==> src/rtl/shift_arbiter_ctrl.sv <==
// Serial shift engine shared between a transmit and a receive requester.
// A round-robin flag picks the owner of the single shift register when both ask at once.
module shift_arbiter_ctrl #(
    parameter int N = 4
) (
    input  logic         clk,
    input  logic         rst_n,
    input  logic         tx_valid,
    input  logic [N-1:0] tx_data,
    output logic         tx_ready,
    input  logic         rx_req,
    input  logic         serial_in,
    output logic         serial_out,
    output logic [N-1:0] rx_data,
    output logic         rx_valid,
    output logic         tx_frame,
    output logic         rx_frame,
    output logic         busy
);

    localparam int CW = $clog2(N);
    localparam logic [CW-1:0] LAST_BIT = CW'(N - 1);

    typedef enum logic [1:0] {
        IDLE     = 2'd0,
        SHIFT_TX = 2'd1,
        SHIFT_RX = 2'd2
    } state_t;

    state_t         state_reg, state_next;
    logic [N-1:0]   shreg_reg, shreg_next;
    logic [CW-1:0]  cnt_reg, cnt_next;
    logic           prio_rx_reg, prio_rx_next;   // 1: rx side wins a tie
    logic [N-1:0]   rx_data_reg, rx_data_next;
    logic           rx_valid_reg, rx_valid_next;

    logic           is_idle;
    logic           rx_win;
    logic           tx_win;

    // rx only loses a tie when the flag favours tx; tx is "ready" whenever rx does not win.
    assign is_idle = (state_reg == IDLE);
    assign rx_win  = is_idle && rx_req && (!tx_valid || prio_rx_reg);
    assign tx_win  = is_idle && tx_valid && !rx_win;

    always_ff @(posedge clk or negedge rst_n) begin
        if (!rst_n) begin
            state_reg    <= IDLE;
            shreg_reg    <= '0;
            cnt_reg      <= '0;
            prio_rx_reg  <= 1'b0;
            rx_data_reg  <= '0;
            rx_valid_reg <= 1'b0;
        end else begin
            state_reg    <= state_next;
            shreg_reg    <= shreg_next;
            cnt_reg      <= cnt_next;
            prio_rx_reg  <= prio_rx_next;
            rx_data_reg  <= rx_data_next;
            rx_valid_reg <= rx_valid_next;
        end
    end

    always_comb begin
        state_next    = state_reg;
        shreg_next    = shreg_reg;
        cnt_next      = cnt_reg;
        prio_rx_next  = prio_rx_reg;
        rx_data_next  = rx_data_reg;
        rx_valid_next = 1'b0;
        case (state_reg)
            IDLE: begin
                if (tx_win) begin
                    shreg_next = tx_data;
                    cnt_next   = '0;
                    state_next = SHIFT_TX;
                    if (rx_req) prio_rx_next = 1'b1;
                end else if (rx_win) begin
                    cnt_next   = '0;
                    state_next = SHIFT_RX;
                    if (tx_valid) prio_rx_next = 1'b0;
                end
            end
            SHIFT_TX: begin
                shreg_next = {shreg_reg[N-2:0], 1'b0};
                cnt_next   = cnt_reg + 1'b1;
                if (cnt_reg == LAST_BIT) state_next = IDLE;
            end
            SHIFT_RX: begin
                shreg_next = {shreg_reg[N-2:0], serial_in};
                cnt_next   = cnt_reg + 1'b1;
                // Only a completed word reaches rx_data; an aborted frame never does.
                if (cnt_reg == LAST_BIT) begin
                    rx_data_next  = {shreg_reg[N-2:0], serial_in};
                    rx_valid_next = 1'b1;
                    state_next    = IDLE;
                end
            end
            default: state_next = IDLE;
        endcase
    end

    assign tx_ready   = is_idle && !rx_win;
    assign serial_out = (state_reg == SHIFT_TX) ? shreg_reg[N-1] : 1'b0;
    assign tx_frame   = (state_reg == SHIFT_TX);
    assign rx_frame   = (state_reg == SHIFT_RX);
    assign busy       = !is_idle;
    assign rx_data    = rx_data_reg;
    assign rx_valid   = rx_valid_reg;

endmodule
==> config.mk <==
export PLATFORM = sky130hd
export DESIGN_NAME = shift_arbiter_ctrl
export DESIGN_NICKNAME = d
export VERILOG_FILES = /design/src/rtl/shift_arbiter_ctrl.sv
export SDC_FILE = /design/constraint.sdc
export NUM_CORES = 1
export LEC_CHECK = 0
export BUFFER_PORTS_ARGS = -buffer_cell sky130_fd_sc_hd__buf_4
export CAP_MARGIN = 20
export CORE_MARGIN = 2
export CORE_UTILIZATION = 50
export CTS_CLUSTER_DIAMETER = 60
export CTS_CLUSTER_SIZE = 24
export DETAILED_ROUTE_END_ITERATION = 10
export PLACE_DENSITY_LB_ADDON = 0.2
export SYNTH_ARGS = -nofsm -noshare
export SYNTH_HDL_FRONTEND = slang
export SYNTH_SLANG_ARGS = --single-unit
==> constraint.sdc <==
create_clock -name clk -period 2.2 [get_ports clk]
set_input_delay 0.44 -clock clk [delete_from_list [all_inputs] [get_ports clk]]
set_output_delay 0.44 -clock clk [all_outputs]
set_load 0.02 [all_outputs]
# Yosys cells after proc, flatten, opt, wreduce, memory -nomap -nowiden
# Index checks and enable logic that the tools add are counted.
[word_totals]
ff_bits = 14
latchBits = 0
ram_bits = 0
romBits = 0
in_bits = 9
output_inout_bits = 10
mem_count = 0
[classes]
n_addsub = 1
multipliers = 0
div = 0
magnitude_cmp = 0
eq_ne = 7
shifts = 0
muxes = 16
n_bitwise = 0
n_reduce_logical = 20
[op_table]
columns = ["cell", "n"]
rows = [
  ["4-bit case mux with 3 select lines", 1],
  ["2-bit 2-to-1 mux", 5],
  ["2-bit case mux with 2 select lines", 2],
  ["2-bit AND reduction", 4],
  ["1-bit 2-to-1 mux", 7],
  ["2-bit nonzero test", 3],
  ["1-bit logical AND", 5],
  ["2-bit == test (second input constant)", 2],
  ["4-bit 2-to-1 mux", 1],
  ["2-bit by 1-bit inequality test with 1-bit output (second input constant)", 2],
  ["4-bit AND reduction", 1],
  ["1-bit zero test", 3],
  ["3-bit by 1-bit inequality test with 1-bit output (second input constant)", 1],
  ["3-bit nonzero test", 1],
  ["2-bit by 1-bit adder with 2-bit output (second input constant)", 1],
  ["2-bit by 1-bit == test with 1-bit output (second input constant)", 1],
  ["2-bit zero test", 1],
  ["2-bit inequality test (second input constant)", 1],
  ["2-bit OR reduction", 1],
  ["1-bit logical OR", 1],
]

# Logic depth before layout (Yosys ltp)
# Gate-level depths: netlist (run 1).
[depth]
depth_word = 7
mapped_depth = 6
depth_no_buf = 5

# Worst setup path after synthesis (run 1)
# No wires, ideal clock.
[synth_path]
path_kind = "reg2reg"
from = "register state_reg[0]"
to = "register shreg_reg[0]"
setup_time_ps = 125
t_arrival_ps = 1527
path_slack_ps = 548
stages_incl_launch_ff = 7
path_buffers = 1
period_less_slack_ps = 1652
path_cell_list = "dfrtp_1 -> inv_1 -> ha_1 -> buf_2 -> nor2b_1 -> a31oi_4 -> mux2_2"
[synth_between]
elab_chain_cells = 7
elab_cells_between_ends = 12
[synth_rtl]
columns = ["item", "line_no", "source"]
rows = [
  ["from (decl)", "30", "state_t state_reg, state_next;"],
  ["from (signal assigned)", "55", "state_reg <= state_next;"],
  ["2-bit zero test", "42, 71", ""],
  ["1-bit logical AND (2 in a row)", "43", "assign rx_win = is_idle && rx_req && (!tx_valid || prio_rx_reg);"],
  ["1-bit zero test", "44", "assign tx_win = is_idle && tx_valid && !rx_win;"],
  ["1-bit logical AND", "44", ""],
  ["2-bit by 1-bit inequality test with 1-bit output (no line)", "n/a", ""],
  ["2-bit AND reduction (no line)", "n/a", ""],
  ["to (signal assigned)", "56", "shreg_reg <= shreg_next;"],
  ["to (decl)", "31", "logic [N-1:0] shreg_reg, shreg_next;"],
]
# Several ways; a longest one is shown, not always the timed one.
# A chain may end at the register's enable or synchronous reset.

# Worst setup path after layout (run 1)
[layout_path]
from = "register state_reg[1]"
to = "output port tx_ready"
[layout_between]
elab_chain_cells = 5
[layout_rtl]
columns = ["item", "line_no", "source"]
rows = [
  ["2-bit zero test *", "42", "assign is_idle = (state_reg == IDLE);"],
  ["1-bit logical AND (2 in a row)", "43", ""],
  ["1-bit zero test", "103", "assign tx_ready = is_idle && !rx_win;"],
  ["1-bit logical AND *", "103", ""],
  ["to (decl)", "10", "output logic tx_ready,"],
]
# Mark *: on every way between the ends. The rest lies on a longest branch, timed or not.

==> results of run 1 <==
worst max-delay path, stage by stage, from the launching register on:
cell	delay, ps
dfrtp_1	410
inv_1	110
ha_1	350
and2_1	210
buf_4	150
metrics by stage:
stage	instance area (µm²)	setup slack (ps)	hold slack [ps]	power [mW]	instances
final	917	255	-7.56	1.26	103
after detailed placement	895	469	297	1.11	100
after global placement	895	479	295	1.10	100
after floorplan	746	548	144	0.914	68
after CTS	917	269	0.277	1.26	103
after global routing	917	213	11.2	1.34	103
area by class of cell:
cell class	instances	area, µm²	share of cell area
Timing Repair Buffer	18	135	0.147
Inverter	7	26.3	0.0286
Tap cell	15	18.8	0.0205
Sequential cell	14	350	0.382
Multi-Input combinational cell	46	364	0.397
Clock buffer	3	22.5	0.0246
placed cells by master, fill, tap and decap left out:
| master | n |
|---|---|
| buf_4 | 18 |
| dfrtp_1 | 14 |
| mux2_2 | 8 |
| inv_1 | 7 |
| nand2_1 | 7 |
| o21ai_0 | 6 |
| ha_1 | 5 |
| nor2b_1 | 3 |
| nor2_1 | 3 |
| o2bb2ai_1 | 3 |
| clkbuf_4 | 3 |
| and2_1 | 2 |
| nand3_1 | 2 |
| a21oi_1 | 1 |
| o22ai_1 | 1 |
| a31oi_4 | 1 |
| nor3b_2 | 1 |
| o31ai_1 | 1 |
| xnor2_1 | 1 |
| mux2_4 | 1 |
cell families (layout without fill, tap and decap cells):
group	Yosys count	after routing
AO/OA/AOI/OAI	13	13
XOR/XNOR	1	1
adder cells (fa/ha/maj)	5	5
buffers and inverters	8	28
flip-flops	14	14
multiplexers	9	9
AND/OR/NAND/NOR	18	18
layer usage:
| layer | GRT usage | share of wire |
|---|---|---|
| met1 | 0.198 | 0.43 |
| met3 | 0.0345 | 0.043 |
| met2 | 0.309 | 0.49 |
| met5 | 0 | 0 |
| met4 | 0.0875 | 0.032 |
how the worst min path moves through the flow:
stage	startpoint	to	slack [ps]	depth (start not counted)
floorplan	rst_n	cnt_reg[0]	140	0
global placement	rst_n	rx_valid	300	1
detailed placement	rst_n	shreg_reg[1]	300	1
CTS	rst_n	rx_data[2]	0.3	1
global route	rst_n	rx_data[3]	10	1
finish	rst_n	shreg_reg[1]	-8	1
power groups by stage:
stage / Sequential (mW) / Combinational [mW] / Clock (mW)
after CTS: 0.427 / 0.693 / 0.142
after floorplan: 0.441 / 0.473 / 0
after detailed placement: 0.432 / 0.681 / 0
final: 0.428 / 0.690 / 0.139
after global routing: 0.440 / 0.751 / 0.148
after global placement: 0.426 / 0.675 / 0
synth_stat cells (all sizes together):
cell type  instances  area share
xnor2              1       0.012
nor2               3       0.015
a31oi              1       0.029
mux2               9        0.14
inv                7       0.035
nor2b              3       0.025
buf                1      0.0067
and2               2       0.017
nor3b              1       0.017
o2bb2ai            3       0.035
o22ai              1      0.0084
dfrtp             14        0.47
o21ai              6       0.040
a21oi              1      0.0067
ha                 5       0.084
nand2              7       0.035
o31ai              1       0.010
nand3              2       0.013
==> summary.md, run 1 <==
| Metric | Value |
|---|---|
| Outcome | `finished, violations left` |
| Failing checks | `hold timing` |
| Reg2Reg Depth | `5` |
| # H-tree levels | `1` |
| Final Hold Violating Endpoints | `14` |
| Largest net degree at the start of global routing | `15` |
| Library cells used by synthesis | `19` |
| Pwr/cell area | `1370 nW/µm²` |
| Row count | `13` |
| Hold slack | `-7.56 ps` |
| Die area | `1820 µm²` |
| Final HPWL DP | `1.10 mm` |
| Startpoint type of the worst setup path | `flip-flop` |
| I/O Buffers | `18` |
| Switching pwr | `0.507 mW` |
| Core area | `1350 µm²` |
| Reg2Reg Setup Slack | `440 ps` |
| Worst-path clk slew | `70 ps` |
| N_diodes | `0` |
| Vias/cell | `5.42` |
| Worst skew pair latency | `280 ps` |
| Internal power | `approximately 0.75 mW` |
| CP max FO | `9` |
| Post-DR wirelength/cell | `14.1 µm` |
| Post-CTS setup buffers | `0` |
| Leakage | `about 0.47 nW` |
| Clock power share | `0.110` |
| Setup CP Type | `flip-flop to output pin` |
| Worst ir drop on vdd | `between 600 and 700 µV` |
| Post-synthesis register bit count | `14` |
| Combinational power share | `0.549` |
| Largest family of logic cells by synthesized area | `multiplexers` |
| Reg power frac | `0.340` |
| Adder-Cell Fraction of Synth Area | `0.0839` |
| Worst Tran Pin Value | `316 ps` |
| Multiplexer area fraction after synthesis | `0.141` |
| DRT iter0 DRCs | `10` |
| Fmax | `approximately 500 MHz` |
| Die Ht | `around 43 µm` |
| Setup tns final | `0 ps` |
| WL final | `roughly 1.5 mm` |
| CP Data Arrival Time | `1510 ps` |
| First-pass DRT Iterations | `4` |
| Crit. Startpoint | `state_reg[1]` |
| Width of the die | `42.6 µm` |
| Number of hold buffers added after CTS | `0` |
| Reg2reg start | `state_reg[0]` |
| CP endpoint | `tx_ready` |
| WP data required | `1760 ps` |
| YS warnings | `0` |
| Root buf cell | `clkbuf_4` |
| Mapped Nets | `82` |
| First-pass GRT wire length | `2.38 mm` |
| Fin crit share | `0.884` |
| Min cycle time layout | `around 1900 ps` |
| Effective utilization at floorplan | `0.552` |
| RSZ-0062 raised after global routing | `no` |
| GRT overflow | `0` |
| # setup viols final | `0` |
| CTS Buffer Depth | `2` |
| Syn Area/Cell | `between 10 and 15 µm²` |
| Max-cap violations | `0` |
| Xor and xnor area share after synthesis | `0.0117` |
| Synth Area in Simple Gates | `0.122` |
| Final Max Slew Viols | `0` |
| Total track usage | `0.176` |
| Area grow syn2layout | `23.0%` |
| Worst Clk Skew | `roughly 0.95 ps` |
| Initial antenna violation count | `0` |
| Io pins | `19` |
| Gpl congestion | `0.866` |
| DR vias | `approximately 560` |
| Synth Area in Compound Gates | `0.129` |
| Fill cells | `107` |
| Vias in the first global route | `around 570` |
| Post-Route Utilization | `0.679` |
| Mapped cell area | `746 µm²` |
| Post-synthesis sequential area ratio | `0.470` |
| Post-cts sizing count | `0` |
| R2r endpoint | `shreg_reg[0]` |
| DRC violations left | `0` |
| Rel. slew slack | `0.789` |
| Layout cells sized above 1 | `0.364` |
| Worst min path class | `input port to asynchronous set/reset pin` |
| CTS sink cnt | `14` |
| CTS tree | `built` |
| CTS buffer count | `3` |
| Sw Share | `0.404` |
| Nets | `104` |
| Final ANT Viol Nets | `0` |
| CP endpoint kind | `output pin` |
| Synth Instances | `68` |
Note: power is estimated with default switching activity, not from simulation.
==> run 2: changes to the inputs <==
--- a/config.mk
+++ b/config.mk
@@ -5,6 +5,7 @@
 export SDC_FILE = /design/constraint.sdc
 export NUM_CORES = 1
 export LEC_CHECK = 0
+export ABC_AREA = 1
 export BUFFER_PORTS_ARGS = -buffer_cell sky130_fd_sc_hd__buf_4
 export CAP_MARGIN = 20
 export CORE_MARGIN = 2
@@ -13,6 +14,7 @@
 export CTS_CLUSTER_SIZE = 24
 export DETAILED_ROUTE_END_ITERATION = 10
 export PLACE_DENSITY_LB_ADDON = 0.2
+export SLEW_MARGIN = 10
 export SYNTH_ARGS = -nofsm -noshare
 export SYNTH_HDL_FRONTEND = slang
 export SYNTH_SLANG_ARGS = --single-unit
==> run 2 against run 1 <==
The flow now finishes without violations. Clock power is 34% higher. Worst setup slack worse by 80 ps. Critical path depth is 4 higher. Register-to-register slack better by 240 ps. Combinational power is 14% higher. Sequential share of layout area is 1.9 points lower. Via count is 16% higher. Final area is 5.2% higher. Total power is 12% higher. Critical endpoint unchanged. Largest power group unchanged.
==> summary.md, run 2 <==
| Metric | Value |
|---|---|
| Fin crit share | `0.920 (was 0.884)` |
| Post-CTS setup buffers | `0 (unchanged)` |
| CTS buffer count | `3 (unchanged)` |
| RSZ-0062 raised after global routing | `no (unchanged)` |
| Setup tns final | `0 ps (unchanged)` |
| Worst-path clk slew | `90 ps (was 70 ps)` |
| Core area | `1470 µm² (was 1350 µm²)` |
| DRC violations left | `0 (unchanged)` |
| Most frequent cells after synthesis | `nand2_1 (45), dfrtp_1 (14), nand3_1 (12), inv_1 (11), ha_1 (5) (was dfrtp_1 (14), mux2_2 (8), inv_1 (7), nand2_1 (7), o21ai_0 (6))` |
| I/O Buffers | `18 (unchanged)` |
| Ranking of synthesized cells by area | `dfrtp_1 (46%), nand2_1 (22%), ha_1 (8.2%) (was dfrtp_1 (47%), mux2_2 (12%), ha_1 (8.4%))` |
| Root buf cell | `clkbuf_4 (unchanged)` |
| Vias in the first global route | `553 (was 574)` |
| CP max FO | `5 (was 9)` |
| Share of the synthesized area in the top cell type | `0.459 (was 0.470)` |
| CTS Buffer Depth | `2 (unchanged)` |
| Post-synthesis register bit count | `14 (unchanged)` |
| Mapped cell area | `763 µm² (was 746 µm²)` |
| Outcome | `complete, no violations (was finished, violations left)` |
| Rel. slew slack | `0.846 (was 0.789)` |
| Leakage | `0.601 nW (was 0.466 nW)` |
| DP Area | `918 µm² (was 895 µm²)` |
| Post-place setup slack | `478 ps (was 469 ps)` |
| Worst Clk Skew | `1.88 ps (was 0.950 ps)` |
| Syn Area/Cell | `7.71 µm² (was 11.0 µm²)` |
| First-pass DRT Iterations | `4 (unchanged)` |
| Library cells used by synthesis | `13 (was 19)` |
| Worst Tran Pin Value | `231 ps (was 316 ps)` |
| DR vias | `646 (was 558)` |
| Post-route insts no fill | `138 (was 103)` |
| # setup viols final | `0 (unchanged)` |
| Overall power | `1.41 mW (was 1.26 mW)` |
| Gpl congestion | `0.784 (was 0.866)` |
| Final Max Slew Viols | `0 (unchanged)` |
| Min cycle time layout | `2020 ps (was 1950 ps)` |
| Post-DR wirelength/cell | `10.9 µm (was 14.1 µm)` |
| Placed cell count | `133 (was 100)` |
| Fin area | `965 µm² (was 917 µm²)` |
| Hold slack | `374 ps (was -7.56 ps)` |
| Worst ir drop on vdd | `732 µV (was 698 µV)` |
| CP endpoint kind | `output pin (unchanged)` |
| Async SR Flop Fraction | `1.00 (unchanged)` |
| Multi-input logic area | `368 µm² (was 364 µm²)` |
| CTS sink cnt | `14 (unchanged)` |
| Fill cells | `153 (was 107)` |
| Largest net degree at the start of global routing | `15 (unchanged)` |
| Startpoint type of the worst setup path | `flip-flop (unchanged)` |
| WP data required | `1760 ps (about the same)` |
| Fmax | `494 MHz (was 514 MHz)` |
| Post-synth top area cell | `dfrtp_1 (unchanged)` |
| Setup CP Type | `flip-flop to output pin (unchanged)` |
| Area grow syn2layout | `26.4% (was 23.0%)` |
| Leading cell type in the layout, fill and taps excluded | `nand2_1 (was buf_4)` |
| CP Data Arrival Time | `1580 ps (was 1510 ps)` |
| CTS tree | `built (unchanged)` |
| Initial antenna violation count | `0 (unchanged)` |
| Io pins | `19 (unchanged)` |
| # H-tree levels | `1 (unchanged)` |
| EDFF count, synth | `0 (unchanged)` |
| N_diodes | `0 (unchanged)` |
| Nets | `137 (was 104)` |
| Max-cap violations | `0 (unchanged)` |
| Pwr/cell area | `1460 nW/µm² (was 1370 nW/µm²)` |
| Final ANT Viol Nets | `0 (unchanged)` |
| Final HPWL DP | `1.15 mm (was 1.10 mm)` |
| Width of the die | `43.1 µm (was 42.6 µm)` |
| Worst min path class | `input port to flip-flop (was input port to asynchronous set/reset pin)` |
| Count leader, synth | `nand2_1 (was dfrtp_1)` |
| DRT iter0 DRCs | `17 (was 10)` |
| Total track usage | `0.179 (was 0.176)` |
| WL final | `1.51 mm (was 1.45 mm)` |
| Layout cells sized above 1 | `0.246 (was 0.364)` |
| First-pass GRT wire length | `2.48 mm (was 2.38 mm)` |
| PnR worst setup slack | `175 ps (was 255 ps)` |
| Top FF cell, synth | `dfrtp_1 (unchanged)` |
| YS warnings | `0 (unchanged)` |
| Post-synthesis sequential area ratio | `0.459 (was 0.470)` |
| Row count | `14 (was 13)` |
| Post-cts sizing count | `0 (unchanged)` |
| Die Ht | `43.1 µm (was 42.6 µm)` |
| Worst skew pair latency | `280 ps (about the same)` |
| Final Hold Violating Endpoints | `0 (was 14)` |
| Die area | `1860 µm² (was 1820 µm²)` |
| GRT overflow | `0 (unchanged)` |
| Register area | `350 µm² (unchanged)` |
| Post-Route Utilization | `0.656 (was 0.679)` |
| Most frequent cells in the layout | `nand2_1 (45), buf_4 (18), dfrtp_1 (14) (was buf_4 (18), dfrtp_1 (14), mux2_2 (8))` |
| Effective utilization at floorplan | `0.519 (was 0.552)` |
| Vias/cell | `4.68 (was 5.42)` |
| Mapped Nets | `113 (was 82)` |
| Number of hold buffers added after CTS | `1 (was 0)` |
| Synth Instances | `99 (was 68)` |
## run 2: cell type report
class,count,share of cell area
Inverter,12,0.0467
Sequential cell,14,0.363
Multi-Input combinational cell,73,0.381
Timing Repair Buffer,19,0.150
Tap cell,16,0.0208
Clock buffer,4,0.0376
## run 2: cells by family after synthesis
group / share of synthesized area
AND/OR/NAND/NOR: 0.393
AO/OA/AOI/OAI: 0.00655
adder cells (fa/ha/maj): 0.0820
buffers and inverters: 0.0590
flip-flops: 0.459
## run 2: routing by layer
layer | track usage | vias to the layer above | part of all wire
li1 | - | 350 | -
met1 | 0.272 | 277 | 0.53
met2 | 0.245 | 17 | 0.40
met3 | 0.0511 | 2 | 0.062
met4 | 0.0545 | 0 | 0.0093
met5 | 0 | - | 0
## run 2: final timing paths
check                              from  depth (start not counted)            to  slack [ps]
min                           serial_in                          3    rx_data[0]         370
min in group asynchronous         rst_n                          2      rx_valid         530
max in group asynchronous         rst_n                          2    cnt_reg[1]        1500
max reg2reg                state_reg[0]                          6  state_reg[1]         680
max                        state_reg[0]                          8      tx_ready         180
min reg2reg                  rx_data[2]                          2    rx_data[2]         490
## run 2: report_power, final
group	switching (mW)	internal, mW	total, mW
Combinational	0.479	0.309	0.789
Clock	0.0854	0.101	0.186
Sequential	0.0706	0.363	0.433
Total	0.635	0.773	1.41
## run 2: critical path, stage by stage, from the launching register on
cell and delay (ps):
dfrtp_1 430, inv_1 100, ha_1 250, nand2_1 90
inv_1 110, nand2_4 90, nand2_1 60, inv_1 30
buf_4 140
==> run 3: changes to the inputs <==
--- a/config.mk
+++ b/config.mk
@@ -8,7 +8,7 @@
 export ABC_AREA = 1
 export BUFFER_PORTS_ARGS = -buffer_cell sky130_fd_sc_hd__buf_4
 export CAP_MARGIN = 20
-export CORE_MARGIN = 2
+export CORE_MARGIN = 4
 export CORE_UTILIZATION = 50
 export CTS_CLUSTER_DIAMETER = 60
 export CTS_CLUSTER_SIZE = 24
==> run 3 against run 2 <==
Worst hold slack improved by 7.5 ps. First-iteration DRC count is 29% lower. Largest power group unchanged. Largest cell class unchanged. Die area up 19%. Via count is 5.3% higher. Fmax is 0.55% lower.
==> summary.md, run 3 (same netlist as run 2, synthesis figures left out) <==
| Metric | Value |
|---|---|
| Final Hold Violating Endpoints | `0 (unchanged)` |
| DRT iter0 DRCs | `12 (was 17)` |
| Hold slack | `382 ps (was 374 ps)` |
| CP max FO | `5 (unchanged)` |
| # H-tree levels | `1 (unchanged)` |
| Io pins | `19 (unchanged)` |
| CP Data Arrival Time | `1600 ps (was 1580 ps)` |
| DRC violations left | `0 (unchanged)` |
| Fill cells | `114 (was 153)` |
| Post-CTS setup buffers | `0 (unchanged)` |
| Worst ir drop on vdd | `871 µV (was 732 µV)` |
| Die area | `2220 µm² (was 1860 µm²)` |
| Placed cell count | `132 (was 133)` |
| Post-DR wirelength/cell | `11.6 µm (was 10.9 µm)` |
| Root buf cell | `clkbuf_4 (unchanged)` |
| WL final | `1.57 mm (was 1.51 mm)` |
| Worst skew pair latency | `280 ps (about the same)` |
| CTS buffer count | `3 (unchanged)` |
| Initial antenna violation count | `0 (unchanged)` |
| Reg2Reg Depth | `6 (unchanged)` |
| Setup tns final | `0 ps (unchanged)` |
| Largest net degree at the start of global routing | `15 (unchanged)` |
| WP data required | `1760 ps (about the same)` |
| Post-route insts no fill | `136 (was 138)` |
| RSZ-0062 raised after global routing | `no (unchanged)` |
| Leading cell type in the layout, fill and taps excluded | `nand2_1 (unchanged)` |
| CTS tree | `built (unchanged)` |
| N_diodes | `0 (unchanged)` |
| Hold EP | `rx_data[0] (unchanged)` |
| CTS sink cnt | `14 (unchanged)` |
| Worst path top cell family by delay | `flip-flops (unchanged)` |
| Layout cells sized above 1 | `0.240 (was 0.246)` |
| Worst-path clk slew | `80 ps (was 90 ps)` |
| Outcome | `complete, no violations (unchanged)` |
| Vias/cell | `5.00 (was 4.68)` |
| CP endpoint kind | `output pin (unchanged)` |
| Final ANT Viol Nets | `0 (unchanged)` |
| Total track usage | `0.178 (was 0.179)` |
| Critical hold path startpoint | `serial_in (unchanged)` |
| CTS Buffer Depth | `2 (unchanged)` |
| Critical path's most frequent cell | `inv_1 (unchanged)` |
| DR vias | `680 (was 646)` |
| Most frequent cells in the layout | `nand2_1 (45), buf_4 (18), dfrtp_1 (14) (unchanged)` |
| Crit path buffers/inverters | `4 (unchanged)` |
| Area grow syn2layout | `24.4% (was 26.4%)` |
| Nets | `137 (unchanged)` |
| Worst Tran Pin Value | `238 ps (was 231 ps)` |
| Rel. slew slack | `0.841 (was 0.846)` |
| # setup viols final | `0 (unchanged)` |
| Final Max Slew Viols | `0 (unchanged)` |
| Leakage | `0.594 nW (was 0.601 nW)` |
| Effective utilization at floorplan | `0.559 (was 0.519)` |
| Row count | `13 (was 14)` |
| Gpl congestion | `0.769 (was 0.784)` |
| Fmax | `491 MHz (was 494 MHz)` |
| Hold Crit Depth | `3 (unchanged)` |
| Final HPWL DP | `1.22 mm (was 1.15 mm)` |
| Worst min path class | `input port to flip-flop (unchanged)` |
| Worst Clk Skew | `2.10 ps (was 1.88 ps)` |
| Max-cap violations | `0 (unchanged)` |
| Overall power | `1.37 mW (was 1.41 mW)` |
| Crit-path max cell delay | `420 ps (was 430 ps)` |
| Reg2reg start | `state_reg[0] (unchanged)` |
| Min cycle time layout | `2040 ps (was 2020 ps)` |
| First-pass GRT wire length | `2.73 mm (was 2.48 mm)` |
| Post-Route Utilization | `0.695 (was 0.656)` |
| R2r endpoint | `state_reg[0] (was state_reg[1])` |
| Fin crit share | `0.925 (was 0.920)` |
| First-pass DRT Iterations | `4 (unchanged)` |
| Startpoint type of the worst setup path | `flip-flop (unchanged)` |
| Setup CP Type | `flip-flop to output pin (unchanged)` |
| Critical-path top delay cell | `dfrtp_1 (unchanged)` |
| GRT overflow | `0 (unchanged)` |
| Pwr/cell area | `1440 nW/µm² (was 1460 nW/µm²)` |
| Core area | `1370 µm² (was 1470 µm²)` |
| I/O Buffers | `18 (unchanged)` |
| Die Ht | `47.1 µm (was 43.1 µm)` |
| Reg2Reg Setup Slack | `670 ps (was 680 ps)` |
| CP Cell Sequence | `inv_1, ha_1, nand2_1, inv_1, nand2_4, nand2_1, inv_1, buf_4 (unchanged)` |
| Width of the die | `47.1 µm (was 43.1 µm)` |
| Vias in the first global route | `626 (was 553)` |
run 3: changes by cell type in the layout (fill, tap and decap cells not counted), sizes merged:
| cell | change |
|---|---|
| clkbuf | -1 |
run 3: area by class of cell:
cell class | instances | area (µm²) | share of cell area
multi-input cells | 73 | 368 | 0.387
inverters | 12 | 45.0 | 0.0474
well taps | 15 | 18.8 | 0.0198
clock buffers | 3 | 22.5 | 0.0237
repair buffers | 19 | 145 | 0.153
flip-flops and latches | 14 | 350 | 0.369
run 3: worst max path at each step:
stage,from,to,slack (ps),cells after the start
finish,state_reg[0],tx_ready,160,8
global placement,state_reg[0],tx_ready,550,8
CTS,state_reg[0],tx_ready,160,8
global route,state_reg[0],tx_ready,0.1,8
floorplan,state_reg[0],tx_ready,660,7
detailed placement,state_reg[0],tx_ready,470,8
run 3: timing repair:
item / CTS / global route
hold buffers: 0 / 1
hold endpoints to repair: 0 / 14
gates resized for setup: 0 / 0
run 3: stage by stage:
stage / cell area (µm²) / setup WS [ps]
3_3_place_gp: 917 / 552
3_5_place_dp: 917 / 471
5_1_grt: 950 / 0.146
6_report: 950 / 164
2_1_floorplan: 763 / 655
4_1_cts: 940 / 159
run 3: routing by layer:
layer  track usage  vias to the layer above  wire, µm
met1         0.235                      305       689
met3        0.0345                        4       100
met4        0.0829                        0        31
met5             0                        -         0
met2         0.279                       23       752
li1              -                      348         -
run 3: worst min-delay path: cells and delay by family:
family,cells,cell delay (ps)
and+or+nand+nor,2,100
buffers and inverters,1,90
run 3: report_power, final:
| part | internal (mW) | switching, mW | total [mW] | leakage (nW) |
|---|---|---|---|---|
| clock | 0.0635 | 0.0758 | 0.139 | 0.0138 |
| sequential | 0.363 | 0.0693 | 0.432 | 0.179 |
| combinational | 0.309 | 0.491 | 0.800 | 0.401 |
